[config.mk]
export PLATFORM = sky130hd
export DESIGN_NAME = mem_port_arbiter_flat
export DESIGN_NICKNAME = d
export VERILOG_FILES = /design/src/rtl/mem_port_arbiter_if.sv /design/src/rtl/mem_port_arbiter.sv /design/src/flat_wrapper.sv
export SDC_FILE = /design/constraint.sdc
export NUM_CORES = 1
export LEC_CHECK = 0
export CORE_AREA = 2 2 192 194
export CTS_BUF_LIST = sky130_fd_sc_hd__clkbuf_16
export DETAILED_ROUTE_END_ITERATION = 8
export DIE_AREA = 0 0 194 196
export GPL_TIMING_DRIVEN = 0
export PLACE_DENSITY = 0.41
export SYNTH_ARGS = -nofsm -noshare
export SYNTH_HDL_FRONTEND = slang
export SYNTH_SLANG_ARGS = --single-unit
[constraint.sdc]
create_clock -name clk -period 2.7 [get_ports clk]
set_clock_uncertainty 0.1 [all_clocks]
set_input_delay 0.54 -clock clk [delete_from_list [all_inputs] [get_ports clk]]
set_output_delay 0.54 -clock clk [all_outputs]
set_load 0.02 [all_outputs]
[src/rtl/mem_port_arbiter_if.sv]
// Bus bundle between two requesters, the memory-port arbiter and the dpram64 RAM port.
// The slave modport is the arbiter's view; the master modport drives requests and RAM read data.
interface mem_port_arbiter_if #(
  parameter int unsigned AW = 16
) ();
  logic          i_req0;
  logic          i_req1;
  logic          i_lock0;
  logic          i_lock1;
  logic          i_we0;
  logic          i_we1;
  logic [31:0]   i_addr0;
  logic [31:0]   i_addr1;
  logic [7:0]    i_be0;
  logic [7:0]    i_be1;
  logic [63:0]   i_wdata0;
  logic [63:0]   i_wdata1;
  logic          o_gnt0;
  logic          o_gnt1;
  logic          o_rvalid0;
  logic          o_rvalid1;
  logic [63:0]   o_rdata0;
  logic [63:0]   o_rdata1;
  logic [7:0]    o_mem_we;
  logic [AW-1:0] o_mem_addr;
  logic [63:0]   o_mem_wdata;
  logic [63:0]   i_mem_rdata;

  modport slave (
    input  i_req0, i_req1, i_lock0, i_lock1, i_we0, i_we1, i_addr0, i_addr1,
    input  i_be0, i_be1, i_wdata0, i_wdata1, i_mem_rdata,
    output o_gnt0, o_gnt1, o_rvalid0, o_rvalid1, o_rdata0, o_rdata1,
    output o_mem_we, o_mem_addr, o_mem_wdata
  );

  modport master (
    output i_req0, i_req1, i_lock0, i_lock1, i_we0, i_we1, i_addr0, i_addr1,
    output i_be0, i_be1, i_wdata0, i_wdata1, i_mem_rdata,
    input  o_gnt0, o_gnt1, o_rvalid0, o_rvalid1, o_rdata0, o_rdata1,
    input  o_mem_we, o_mem_addr, o_mem_wdata
  );
endinterface

[src/rtl/mem_port_arbiter.sv]
// Two-requester round-robin arbiter for the single dpram64 port, with bounded locked bursts
// and 1-cycle read-data return to the requester that issued the read.
module mem_port_arbiter #(
  parameter int unsigned MEM_SIZE = 65536,
  parameter int unsigned MAX_LOCK = 16
) (
  input logic               clk,
  input logic               rst_n,
  mem_port_arbiter_if.slave bus
);
  localparam int unsigned AW   = $clog2(MEM_SIZE);
  localparam int unsigned CntW = $clog2(MAX_LOCK + 1);
  typedef logic [CntW-1:0] cnt_t;

  logic [1:0] req, lock, we;
  assign req  = {bus.i_req1, bus.i_req0};
  assign lock = {bus.i_lock1, bus.i_lock0};
  assign we   = {bus.i_we1, bus.i_we0};

  logic prio_q, prio_d;
  logic own_vld_q, own_vld_d;
  logic own_id_q, own_id_d;
  cnt_t lock_cnt_q, lock_cnt_d;
  logic rpend_q, rpend_d;
  logic rsel_q, rsel_d;

  logic own_live, gnt_vld, gnt_id, other_req;
  cnt_t cnt_base, cnt_inc;

  always_comb begin
    own_live = own_vld_q & req[own_id_q];
    gnt_vld  = rst_n & (|req);
    if (own_live) begin
      gnt_id = own_id_q;
    end else if (&req) begin
      gnt_id = prio_q;
    end else begin
      gnt_id = req[1];
    end
  end

  always_comb begin
    prio_d     = prio_q;
    own_vld_d  = own_live;
    own_id_d   = own_id_q;
    cnt_base   = own_live ? lock_cnt_q : '0;
    cnt_inc    = cnt_base + cnt_t'(1);
    lock_cnt_d = cnt_base;
    other_req  = req[~gnt_id];
    rpend_d    = gnt_vld & ~we[gnt_id];
    rsel_d     = gnt_id;
    if (gnt_vld) begin
      if (!own_live) begin
        prio_d = ~gnt_id;
      end
      if (!lock[gnt_id]) begin
        own_vld_d  = 1'b0;
        lock_cnt_d = '0;
      end else if (other_req) begin
        if (cnt_inc == cnt_t'(MAX_LOCK)) begin
          own_vld_d  = 1'b0;
          lock_cnt_d = '0;
          prio_d     = ~gnt_id;
        end else begin
          own_vld_d  = 1'b1;
          own_id_d   = gnt_id;
          lock_cnt_d = cnt_inc;
        end
      end
      // A lock request with the other side idle leaves ownership and count untouched.
    end
  end

  always_ff @(posedge clk) begin
    if (!rst_n) begin
      prio_q     <= 1'b0;
      own_vld_q  <= 1'b0;
      own_id_q   <= 1'b0;
      lock_cnt_q <= '0;
      rpend_q    <= 1'b0;
      rsel_q     <= 1'b0;
    end else begin
      prio_q     <= prio_d;
      own_vld_q  <= own_vld_d;
      own_id_q   <= own_id_d;
      lock_cnt_q <= lock_cnt_d;
      rpend_q    <= rpend_d;
      rsel_q     <= rsel_d;
    end
  end

  logic [31:0] g_addr;
  logic [7:0]  g_be;
  logic [63:0] g_wdata;
  logic        g_we;
  logic        unused_addr;
  logic        rvalid;

  assign g_addr      = gnt_id ? bus.i_addr1 : bus.i_addr0;
  assign g_be        = gnt_id ? bus.i_be1 : bus.i_be0;
  assign g_wdata     = gnt_id ? bus.i_wdata1 : bus.i_wdata0;
  assign g_we        = we[gnt_id];
  assign unused_addr = ^g_addr;

  assign bus.o_gnt0      = gnt_vld & ~gnt_id;
  assign bus.o_gnt1      = gnt_vld & gnt_id;
  assign bus.o_mem_we    = gnt_vld ? ({8{g_we}} & g_be) : 8'h00;
  assign bus.o_mem_addr  = gnt_vld ? (g_addr[AW-1:0] & ~(AW'(7))) : '0;
  assign bus.o_mem_wdata = gnt_vld ? g_wdata : 64'h0;

  // Masking with rst_n kills a read return when reset lands in the return cycle.
  assign rvalid        = rpend_q & rst_n;
  assign bus.o_rvalid0 = rvalid & ~rsel_q;
  assign bus.o_rvalid1 = rvalid & rsel_q;
  assign bus.o_rdata0  = bus.o_rvalid0 ? bus.i_mem_rdata : 64'h0;
  assign bus.o_rdata1  = bus.o_rvalid1 ? bus.i_mem_rdata : 64'h0;
endmodule

[src/flat_wrapper.sv]
// flat-port wrapper written by rule: the top's interface ports become plain ports
module mem_port_arbiter_flat 
#(
  parameter int unsigned MEM_SIZE = 65536,
  parameter int unsigned MAX_LOCK = 16
)
  (clk, rst_n, bus_i_req0, bus_i_req1, bus_i_lock0, bus_i_lock1, bus_i_we0, bus_i_we1, bus_i_addr0, bus_i_addr1, bus_i_be0, bus_i_be1, bus_i_wdata0, bus_i_wdata1, bus_i_mem_rdata, bus_o_gnt0, bus_o_gnt1, bus_o_rvalid0, bus_o_rvalid1, bus_o_rdata0, bus_o_rdata1, bus_o_mem_we, bus_o_mem_addr, bus_o_mem_wdata);
  mem_port_arbiter_if #(.AW((16))) bus_i ();
  input logic clk;
  input logic rst_n;
  input wire logic [$bits(bus_i.i_req0)-1:0] bus_i_req0;
  input wire logic [$bits(bus_i.i_req1)-1:0] bus_i_req1;
  input wire logic [$bits(bus_i.i_lock0)-1:0] bus_i_lock0;
  input wire logic [$bits(bus_i.i_lock1)-1:0] bus_i_lock1;
  input wire logic [$bits(bus_i.i_we0)-1:0] bus_i_we0;
  input wire logic [$bits(bus_i.i_we1)-1:0] bus_i_we1;
  input wire logic [$bits(bus_i.i_addr0)-1:0] bus_i_addr0;
  input wire logic [$bits(bus_i.i_addr1)-1:0] bus_i_addr1;
  input wire logic [$bits(bus_i.i_be0)-1:0] bus_i_be0;
  input wire logic [$bits(bus_i.i_be1)-1:0] bus_i_be1;
  input wire logic [$bits(bus_i.i_wdata0)-1:0] bus_i_wdata0;
  input wire logic [$bits(bus_i.i_wdata1)-1:0] bus_i_wdata1;
  input wire logic [$bits(bus_i.i_mem_rdata)-1:0] bus_i_mem_rdata;
  output wire logic [$bits(bus_i.o_gnt0)-1:0] bus_o_gnt0;
  output wire logic [$bits(bus_i.o_gnt1)-1:0] bus_o_gnt1;
  output wire logic [$bits(bus_i.o_rvalid0)-1:0] bus_o_rvalid0;
  output wire logic [$bits(bus_i.o_rvalid1)-1:0] bus_o_rvalid1;
  output wire logic [$bits(bus_i.o_rdata0)-1:0] bus_o_rdata0;
  output wire logic [$bits(bus_i.o_rdata1)-1:0] bus_o_rdata1;
  output wire logic [$bits(bus_i.o_mem_we)-1:0] bus_o_mem_we;
  output wire logic [$bits(bus_i.o_mem_addr)-1:0] bus_o_mem_addr;
  output wire logic [$bits(bus_i.o_mem_wdata)-1:0] bus_o_mem_wdata;
  assign bus_i.i_req0 = bus_i_req0;
  assign bus_i.i_req1 = bus_i_req1;
  assign bus_i.i_lock0 = bus_i_lock0;
  assign bus_i.i_lock1 = bus_i_lock1;
  assign bus_i.i_we0 = bus_i_we0;
  assign bus_i.i_we1 = bus_i_we1;
  assign bus_i.i_addr0 = bus_i_addr0;
  assign bus_i.i_addr1 = bus_i_addr1;
  assign bus_i.i_be0 = bus_i_be0;
  assign bus_i.i_be1 = bus_i_be1;
  assign bus_i.i_wdata0 = bus_i_wdata0;
  assign bus_i.i_wdata1 = bus_i_wdata1;
  assign bus_i.i_mem_rdata = bus_i_mem_rdata;
  assign bus_o_gnt0 = bus_i.o_gnt0;
  assign bus_o_gnt1 = bus_i.o_gnt1;
  assign bus_o_rvalid0 = bus_i.o_rvalid0;
  assign bus_o_rvalid1 = bus_i.o_rvalid1;
  assign bus_o_rdata0 = bus_i.o_rdata0;
  assign bus_o_rdata1 = bus_i.o_rdata1;
  assign bus_o_mem_we = bus_i.o_mem_we;
  assign bus_o_mem_addr = bus_i.o_mem_addr;
  assign bus_o_mem_wdata = bus_i.o_mem_wdata;
  mem_port_arbiter #(.MEM_SIZE(MEM_SIZE), .MAX_LOCK(MAX_LOCK)) u_core (.clk(clk), .rst_n(rst_n), .bus(bus_i));
endmodule
==> run summary, run 1 <==
### Run status
• **outcome** finished, final reports clean

### Cells and area
• **Filler cells** 4070
• **diodes inserted** 0
• **area of all placed cells without fillers** 7820 um^2
• **count of nets after finishing** 1115
• **relative area change from synthesis to final layout** 202%
• **area occupied by multi-input gates** 2280 um^2
• **area taken by flip-flops and latches** 206 um^2
• **commonest cells after routing, fill and taps aside** sky130_fd_sc_hd__clkdlybuf4s50_1, sky130_fd_sc_hd__and2_1, sky130_fd_sc_hd__dlygate4sd2_1, sky130_fd_sc_hd__a22o_1, sky130_fd_sc_hd__buf_2
• **final cell utilization of the core** 0.217
• **share of layout cells above drive strength 1** 0.185
• **most frequent standard cell in the layout excluding fill and tap cells** sky130_fd_sc_hd__clkdlybuf4s50_1
• **post-layout instance count excluding filler cells** 1301

### Worst setup path
• **data arrival time of the critical path** 2.01 ns
• **Crit Path Class** reg2out
• **largest driver fanout on the critical path** 10
• **setup slack of the worst register-to-register path** 0.31 ns
• **cells on worst reg2reg path** 7
• **startpoint of the lowest-slack register-to-register path** u_core.own_id_q$_SDFFE_PN0P_
• **CP Launch Type** flip-flop
• **CP Capture Type** primary output
• **Data required, critical path** 2.06 ns
• **capturing point of the worst reg2reg path** u_core.lock_cnt_q[4]$_SDFF_PN0_

### Synth
• **netlist area before placement** 2590 um^2
• **synthesis-stage register bit count** 10
• **number of cells produced by synthesis** 361
• **adder-cell share of the synthesized area** 0.00483
• **portion of synthesized cell area occupied by the leading cell type** 0.316
• **fraction of the mapped netlist area in compound gates** 0.375
• **cell taking the most area after synthesis** sky130_fd_sc_hd__and2_1
• **fraction of registers with async set/reset** 0
• **synthesized area per cell** 7.18 um^2
• **number of warnings reported in the yosys synthesis log** 0
• **most area-consuming cells after synthesis** sky130_fd_sc_hd__and2_1, sky130_fd_sc_hd__a22o_1, sky130_fd_sc_hd__dfxtp_1, sky130_fd_sc_hd__mux2i_1, sky130_fd_sc_hd__clkbuf_1
• **fraction of synthesized cell area in xor and xnor cells** 0.00338
• **most common flop cell mapped by yosys** sky130_fd_sc_hd__dfxtp_1
• **main combinational cell family by area after synthesis** simple AND/OR/NAND/NOR gates
• **count of distinct cell types in the synthesized netlist** 46
• **simple-gate share of the synthesized area** 0.401
• **EDFF count, synth** 0
• **sequential fraction of the synthesis area** 0.0773
• **mux contribution to synthesized area** 0.0589

### Die
• **Die H** 196 um
• **number of placement rows** 70
• **initial cell density of the core** 0.0718
• **Total Die Area** 38000 um^2
• **horizontal die dimension** 194 um
• **Ports** 500
• **area of the placeable core** 36100 um^2

### Place
• **quantity of I/O buffers inserted on ports** 457
• **Post-Place Cells** 1288
• **post-detail-place hpwl** 19400 um
• **final RePlAce weighted congestion** 0.808
• **instance area at placement** 7760 um^2

### Clocking
• **H-tree depth** 1
• **Clk Latency, worst-skew pair** 0.24 ns
• **number of clock sinks seen by CTS** 10
• **library cell used as clock root buffer** sky130_fd_sc_hd__clkbuf_16
• **CTS Buffer Depth** 2
• **clock transition at the registers of the reported paths** 0.04 ns
• **number of CTS-inserted buffers** 3
• **CTS tree** done

### Routing
• **drt first-iter violations** 108
• **total via count in the routed design** 4571
• **wire length after detailed routing** 22400 um
• **per-cell via count in the routed design** 3.51
• **count of antenna-violating nets left after detailed routing** 0
• **drt pass-1 iters** 4
• **DR WL/cell** 17.2 um
• **DRC errors left** 0

### STA
• **share of the cycle needed by the critical path after routing** 0.982
• **RSZ-0062 raised after global routing** no
• **final hold slack** 0.481 ns
• **final hold vios** 0
• **max-slew violation count** 0
• **number of setup violations in the final report** 0
• **f_max** 377 MHz
• **clock period minus worst slack** 2.65 ns

### Power and ir drop
• **static leakage power** 3.69 nW
• **PwrDens** 188 nW/um^2
• **Max VDD drop** 0.177 mV

### Min path
• **worst hold stages** 2
• **worst hold start** u_core.lock_cnt_q[2]$_SDFF_PN0_
• **worst min-delay path endpoint** u_core.lock_cnt_q[2]$_SDFF_PN0_
• **worst hold path type** reg2reg

### GRT
• **sum of overflow across all layers after global routing** 0
• **overall routing resource usage** 0.110
• **via count of the first global-routing pass** 4722
• **first-pass GRT wire length** 32100 um
• **maximum number of pins on one net before global-route repair** 11
• **initial antenna violation count** 1

### Run
• **max-capacitance violation count** 0

==> power by group <==
part	internal, mW	switching (mW)
clock network	0.194	0.0718
logic	0.582	0.459
registers	0.153	0.00679
total	0.929	0.538
==> through the flow <==
step	setup slack, ns	TNS, ns	power [mW]
after global placement	-1.47	-201.36	1.23
after CTS	-0.0396	-0.126	1.48
after global routing	0.00130	0	1.55
after detailed placement	-1.47	-196.54	1.23
after floorplan	0.195	0	0.536
final	0.0497	0	1.47
==> routing by layer <==
layer	global-route usage	share of wire	vias to the layer above
li1	-	-	2250
met1	0.140	0.44	2111
met2	0.200	0.50	206
met3	0.0222	0.062	4
met4	0.00449	0.0013	0
met5	0	0	-
==> state kept, by name, indices dropped and copies added, names as in the netlist <==
name and flops:
u_core.rsel_q 1, u_core.lock_cnt_q 5, u_core.prio_q 1, u_core.own_vld_q 1, u_core.rpend_q 1, u_core.own_id_q 1
==> critical path, cell delays in order, from the launching register on <==
cell                       delay [ns]
sky130_fd_sc_hd__dfxtp_4         0.38
sky130_fd_sc_hd__mux2_4          0.33
sky130_fd_sc_hd__a211oi_4        0.24
sky130_fd_sc_hd__buf_12          0.16
sky130_fd_sc_hd__buf_4           0.12
sky130_fd_sc_hd__buf_6           0.14
sky130_fd_sc_hd__a22o_1          0.20
sky130_fd_sc_hd__buf_2           0.19
==> cells in the mapped netlist, types with 2 or more instances <==
cell type	instances
sky130_fd_sc_hd__inv_1	4
sky130_fd_sc_hd__a211oi_1	2
sky130_fd_sc_hd__mux2_2	3
sky130_fd_sc_hd__o211ai_1	2
sky130_fd_sc_hd__nand3_1	6
sky130_fd_sc_hd__nor3_1	4
sky130_fd_sc_hd__a31oi_1	2
sky130_fd_sc_hd__nand4_1	2
sky130_fd_sc_hd__buf_2	12
sky130_fd_sc_hd__a211o_1	2
sky130_fd_sc_hd__nor2b_1	4
sky130_fd_sc_hd__a21oi_1	6
sky130_fd_sc_hd__nand2_1	9
sky130_fd_sc_hd__a21o_1	2
sky130_fd_sc_hd__and3_1	5
sky130_fd_sc_hd__nor2_1	12
sky130_fd_sc_hd__a22o_1	77
sky130_fd_sc_hd__dfxtp_1	10
sky130_fd_sc_hd__o211a_1	2
sky130_fd_sc_hd__a211oi_4	2
sky130_fd_sc_hd__and2_1	131
sky130_fd_sc_hd__mux2i_1	9
sky130_fd_sc_hd__clkbuf_1	21
sky130_fd_sc_hd__o21ai_0	5
sky130_fd_sc_hd__buf_4	6
==> repair_timing <==
item / in CTS / in global routing
hold buffers: 0 / 0
endpoints found under the setup margin: 220 / 77
cloned: 0 / 1
pin swaps: 9 / 4
gates resized for setup: 468 / 46
buffers inserted: 9 / 2
==> final cells by class <==
cell class | instances | area share
sequential | 10 | 0.0264
buffer | 36 | 0.0376
multi-input combinational | 309 | 0.292
clock buffer | 3 | 0.00960
tap | 468 | 0.0749
timing repair buffer | 469 | 0.556
inverter | 5 | 0.00352
clock inverter | 1 | 0.000480
==> how the worst max path moves through the flow <==
stage,startpoint,depth (start not counted),endpoint
6_report,u_core.own_vld_q$_SDFF_PN0_,7,bus_o_mem_addr[9]
5_1_grt,rst_n,8,bus_o_mem_wdata[14]
4_1_cts,u_core.own_vld_q$_SDFF_PN0_,8,bus_o_mem_wdata[61]
3_5_place_dp,bus_i_req0,6,bus_o_mem_wdata[44]
3_3_place_gp,bus_i_req0,6,bus_o_mem_wdata[44]
2_1_floorplan,rst_n,6,bus_o_mem_addr[3]
==> cell families (layout without fill, tap and decap cells) <==
logic type,count (synthesis),in the layout
other,1,3
buffers and inverters,44,514
adder cells (fa/ha/maj),1,1
flip-flops,10,10
AND/OR/NAND/NOR,176,176
multiplexers,14,14
XOR/XNOR,1,1
AO/OA/AOI/OAI,114,114
(Power assumes the default switching activity.)
==> run 2, diff against run 1 <==
--- a/config.mk
+++ b/config.mk
@@ -5,12 +5,13 @@
 export SDC_FILE = /design/constraint.sdc
 export NUM_CORES = 1
 export LEC_CHECK = 0
-export CORE_AREA = 2 2 192 194
+export CORE_AREA = 2 2 193 195
 export CTS_BUF_LIST = sky130_fd_sc_hd__clkbuf_16
 export DETAILED_ROUTE_END_ITERATION = 8
-export DIE_AREA = 0 0 194 196
+export DIE_AREA = 0 0 195 197
+export DONT_BUFFER_PORTS = 1
 export GPL_TIMING_DRIVEN = 0
-export PLACE_DENSITY = 0.41
+export PLACE_DENSITY = 0.3
 export SYNTH_ARGS = -nofsm -noshare
 export SYNTH_HDL_FRONTEND = slang
 export SYNTH_SLANG_ARGS = --single-unit
==> run 2 against run 1 <==
Sequential power hardly changed. Sequential share of layout area is 2.8 points higher. Register-to-register slack worse by 0.06 ns. Die area is 1.0% higher. Count of clock-buffer cells in the layout stayed put. Worst hold slack worse by 0.047 ns. Combinational power is 48% lower. Final area is 53% lower. First-iteration DRC count is 73% higher. Global-route usage is 3.3 points lower.
==> run summary, run 2 (synthesis gave the netlist of run 1 again) <==
### Run status
• **outcome** finished, final reports clean

### Worst setup path
• **CP Launch Type** flip-flop
• **largest driver fanout on the critical path** 10, unchanged
• **CP Capture Type** primary output
• **setup slack of the worst register-to-register path** 0.25 ns, -0.06 ns
• **cells on worst reg2reg path** 8, +1
• **startpoint of the lowest-slack register-to-register path** u_core.own_id_q$_SDFFE_PN0P_
• **Data required, critical path** 2.06 ns, about the same
• **data arrival time of the critical path** 2.03 ns, +0.02 ns
• **Crit Path Class** reg2out
• **capturing point of the worst reg2reg path** u_core.lock_cnt_q[4]$_SDFF_PN0_

### Routing
• **DRC errors left** 0, unchanged
• **count of antenna-violating nets left after detailed routing** 0, unchanged
• **drt first-iter violations** 187, +73%
• **wire length after detailed routing** 16900 um, -25%
• **total via count in the routed design** 3098, -32%
• **drt pass-1 iters** 4, unchanged
• **DR WL/cell** 20.0 um, +16%
• **per-cell via count in the routed design** 3.67, +4.3%

### Cells and area
• **diodes inserted** 0, unchanged
• **Filler cells** 4218, +3.6%
• **area of all placed cells without fillers** 3700 um^2, -53%
• **relative area change from synthesis to final layout** 42.9%
• **most frequent standard cell in the layout excluding fill and tap cells** sky130_fd_sc_hd__and2_1
• **area occupied by multi-input gates** 2470 um^2, +8.3%
• **commonest cells after routing, fill and taps aside** sky130_fd_sc_hd__and2_1, sky130_fd_sc_hd__a22o_1, sky130_fd_sc_hd__a22o_4, sky130_fd_sc_hd__a22o_2, sky130_fd_sc_hd__buf_4
• **area taken by flip-flops and latches** 201 um^2, -2.4%
• **register containing the most flip-flops in the final layout** u_core.lock_cnt_q
• **share of layout cells above drive strength 1** 0.276, +0.0910
• **count of nets after finishing** 659, -41%
• **flip-flop count of the largest register after layout** 5, unchanged
• **post-layout instance count excluding filler cells** 845, -35%

### Die
• **initial cell density of the core** 0.0715, -0.000347
• **number of placement rows** 70, unchanged
• **Total Die Area** 38400 um^2, +1.0%
• **area of the placeable core** 36300 um^2, +0.49%
• **Ports** 500, unchanged
• **horizontal die dimension** 195 um, +0.52%
• **Die H** 197 um, +0.51%

### Power and ir drop
• **sequential cell fraction of total power** 0.164, +0.055
• **clock group share of total power** 0.278, +0.097
• **Int Pwr** 0.531 mW, -43%
• **share of total power consumed by net switching** 0.448, +0.0810
• **switching power total** 0.431 mW, -20%
• **Max VDD drop** 0.261 mV, +47%
• **static leakage power** 1.42 nW, -62%
• **PwrDens** 260 nW/um^2, +39%
• **Design Power** 0.962 mW, -34%
• **fraction of power consumed by combinational cells** 0.557, -0.153

### Place
• **instance area at placement** 3180 um^2, -59%
• **final RePlAce weighted congestion** 0.967, +20%
• **Post-Place Cells** 831, -35%
• **post-detail-place hpwl** 14500 um, -25%
• **quantity of I/O buffers inserted on ports** 0, -100%

### Clocking
• **number of CTS-inserted buffers** 3, unchanged
• **library cell used as clock root buffer** sky130_fd_sc_hd__clkbuf_16
• **H-tree depth** 1, unchanged
• **cts hold-fix bufs** 0, unchanged
• **Clk Latency, worst-skew pair** 0.24 ns, about the same
• **CTS tree** done
• **CTS Buffer Depth** 2, unchanged
• **number of clock sinks seen by CTS** 10, unchanged
• **clock transition at the registers of the reported paths** 0.04 ns, about the same

### Min path
• **worst hold stages** 2, unchanged
• **worst hold start** bus_i_lock0
• **worst hold path type** in2reg
• **worst min-delay path endpoint** u_core.lock_cnt_q[3]$_SDFF_PN0_

### STA
• **final hold vios** 0, unchanged
• **share of the cycle needed by the critical path after routing** 0.991, +0.00895
• **worst-case headroom to the max-slew limit** 0.665
• **RSZ-0062 raised after global routing** yes
• **worst slew pin tran** 0.498 ns
• **clock period minus worst slack** 2.67 ns, +0.0242 ns
• **final hold slack** 0.434 ns, -0.0470 ns
• **f_max** 374 MHz, -0.90%
• **number of setup violations in the final report** 0, unchanged
• **max-slew violation count** 0, unchanged

### GRT
• **sum of overflow across all layers after global routing** 0, unchanged
• **initial antenna violation count** 2, +1
• **maximum number of pins on one net before global-route repair** 11, unchanged
• **overall routing resource usage** 0.0768, -0.0333
• **first-pass GRT wire length** 21500 um, -33%
• **via count of the first global-routing pass** 2809, -41%

### Run
• **max-capacitance violation count** 0, unchanged

[run 2: layer usage]
layer | global-route usage | wire length (um) | up-vias
met2 | 0.123 | 7800 | 247
met1 | 0.0988 | 6960 | 1494
li1 | - | - | 1335
met5 | 0 | 22 | -
met3 | 0.0308 | 1910 | 18
met4 | 0.0110 | 217 | 4
[run 2: critical path: stages, from the launching register on]
cell                       delay [ns]
sky130_fd_sc_hd__dfxtp_1         0.29
sky130_fd_sc_hd__clkbuf_4        0.18
sky130_fd_sc_hd__mux2_4          0.32
sky130_fd_sc_hd__a211oi_4        0.24
sky130_fd_sc_hd__buf_12          0.17
sky130_fd_sc_hd__buf_4           0.12
sky130_fd_sc_hd__buf_4           0.18
sky130_fd_sc_hd__a22o_2          0.29
[run 2: repair_timing]
action	in CTS	in global routing
buffers inserted	4	6
gates resized for setup	66	32
setup endpoints to repair	208	115
pin swaps	2	3
hold endpoints to repair	0	0
[run 2: power by group through the flow]
stage	Combinational (mW)	Clock (mW)	Sequential [mW]
3_3_place_gp	0.467	0	0.160
3_5_place_dp	0.466	0	0.160
6_report	0.536	0.268	0.158
5_1_grt	0.565	0.288	0.159
4_1_cts	0.513	0.276	0.158
2_1_floorplan	0.378	0	0.159
[run 2: worst max path at each step]
stage | from | to | slack (ns) | cells past startpoint
floorplan | rst_n | bus_o_mem_addr[3] | 0.20 | 6
detailed placement | rst_n | bus_o_mem_we[6] | -0.81 | 6
finish | u_core.own_id_q$_SDFFE_PN0P_ | bus_o_mem_wdata[9] | 0.03 | 7
global placement | rst_n | bus_o_mem_we[6] | -0.83 | 6
global route | u_core.own_id_q$_SDFFE_PN0P_ | bus_o_mem_wdata[9] | -0.03 | 7
CTS | rst_n | bus_o_mem_wdata[58] | -0.09 | 7
[run 2: cell type report]
| class | instances | area share |
|---|---|---|
| sequential | 10 | 0.0544 |
| clock buffer | 3 | 0.0203 |
| tap | 468 | 0.158 |
| inverter | 5 | 0.00608 |
| timing repair buffer | 10 | 0.0270 |
| buffer | 39 | 0.0662 |
| multi-input combinational | 309 | 0.667 |
| clock inverter | 1 | 0.00101 |
[run 2: per-stage QoR]
stage,util,setup TNS (ns),setup WS (ns)
floorplan,-,0,0.195
global placement,0.0878,-82.22,-0.835
detailed placement,0.0878,-81.42,-0.809
CTS,0.0977,-0.886,-0.0942
global route,0.102,-0.0903,-0.0291
finish,0.102,0,0.0255
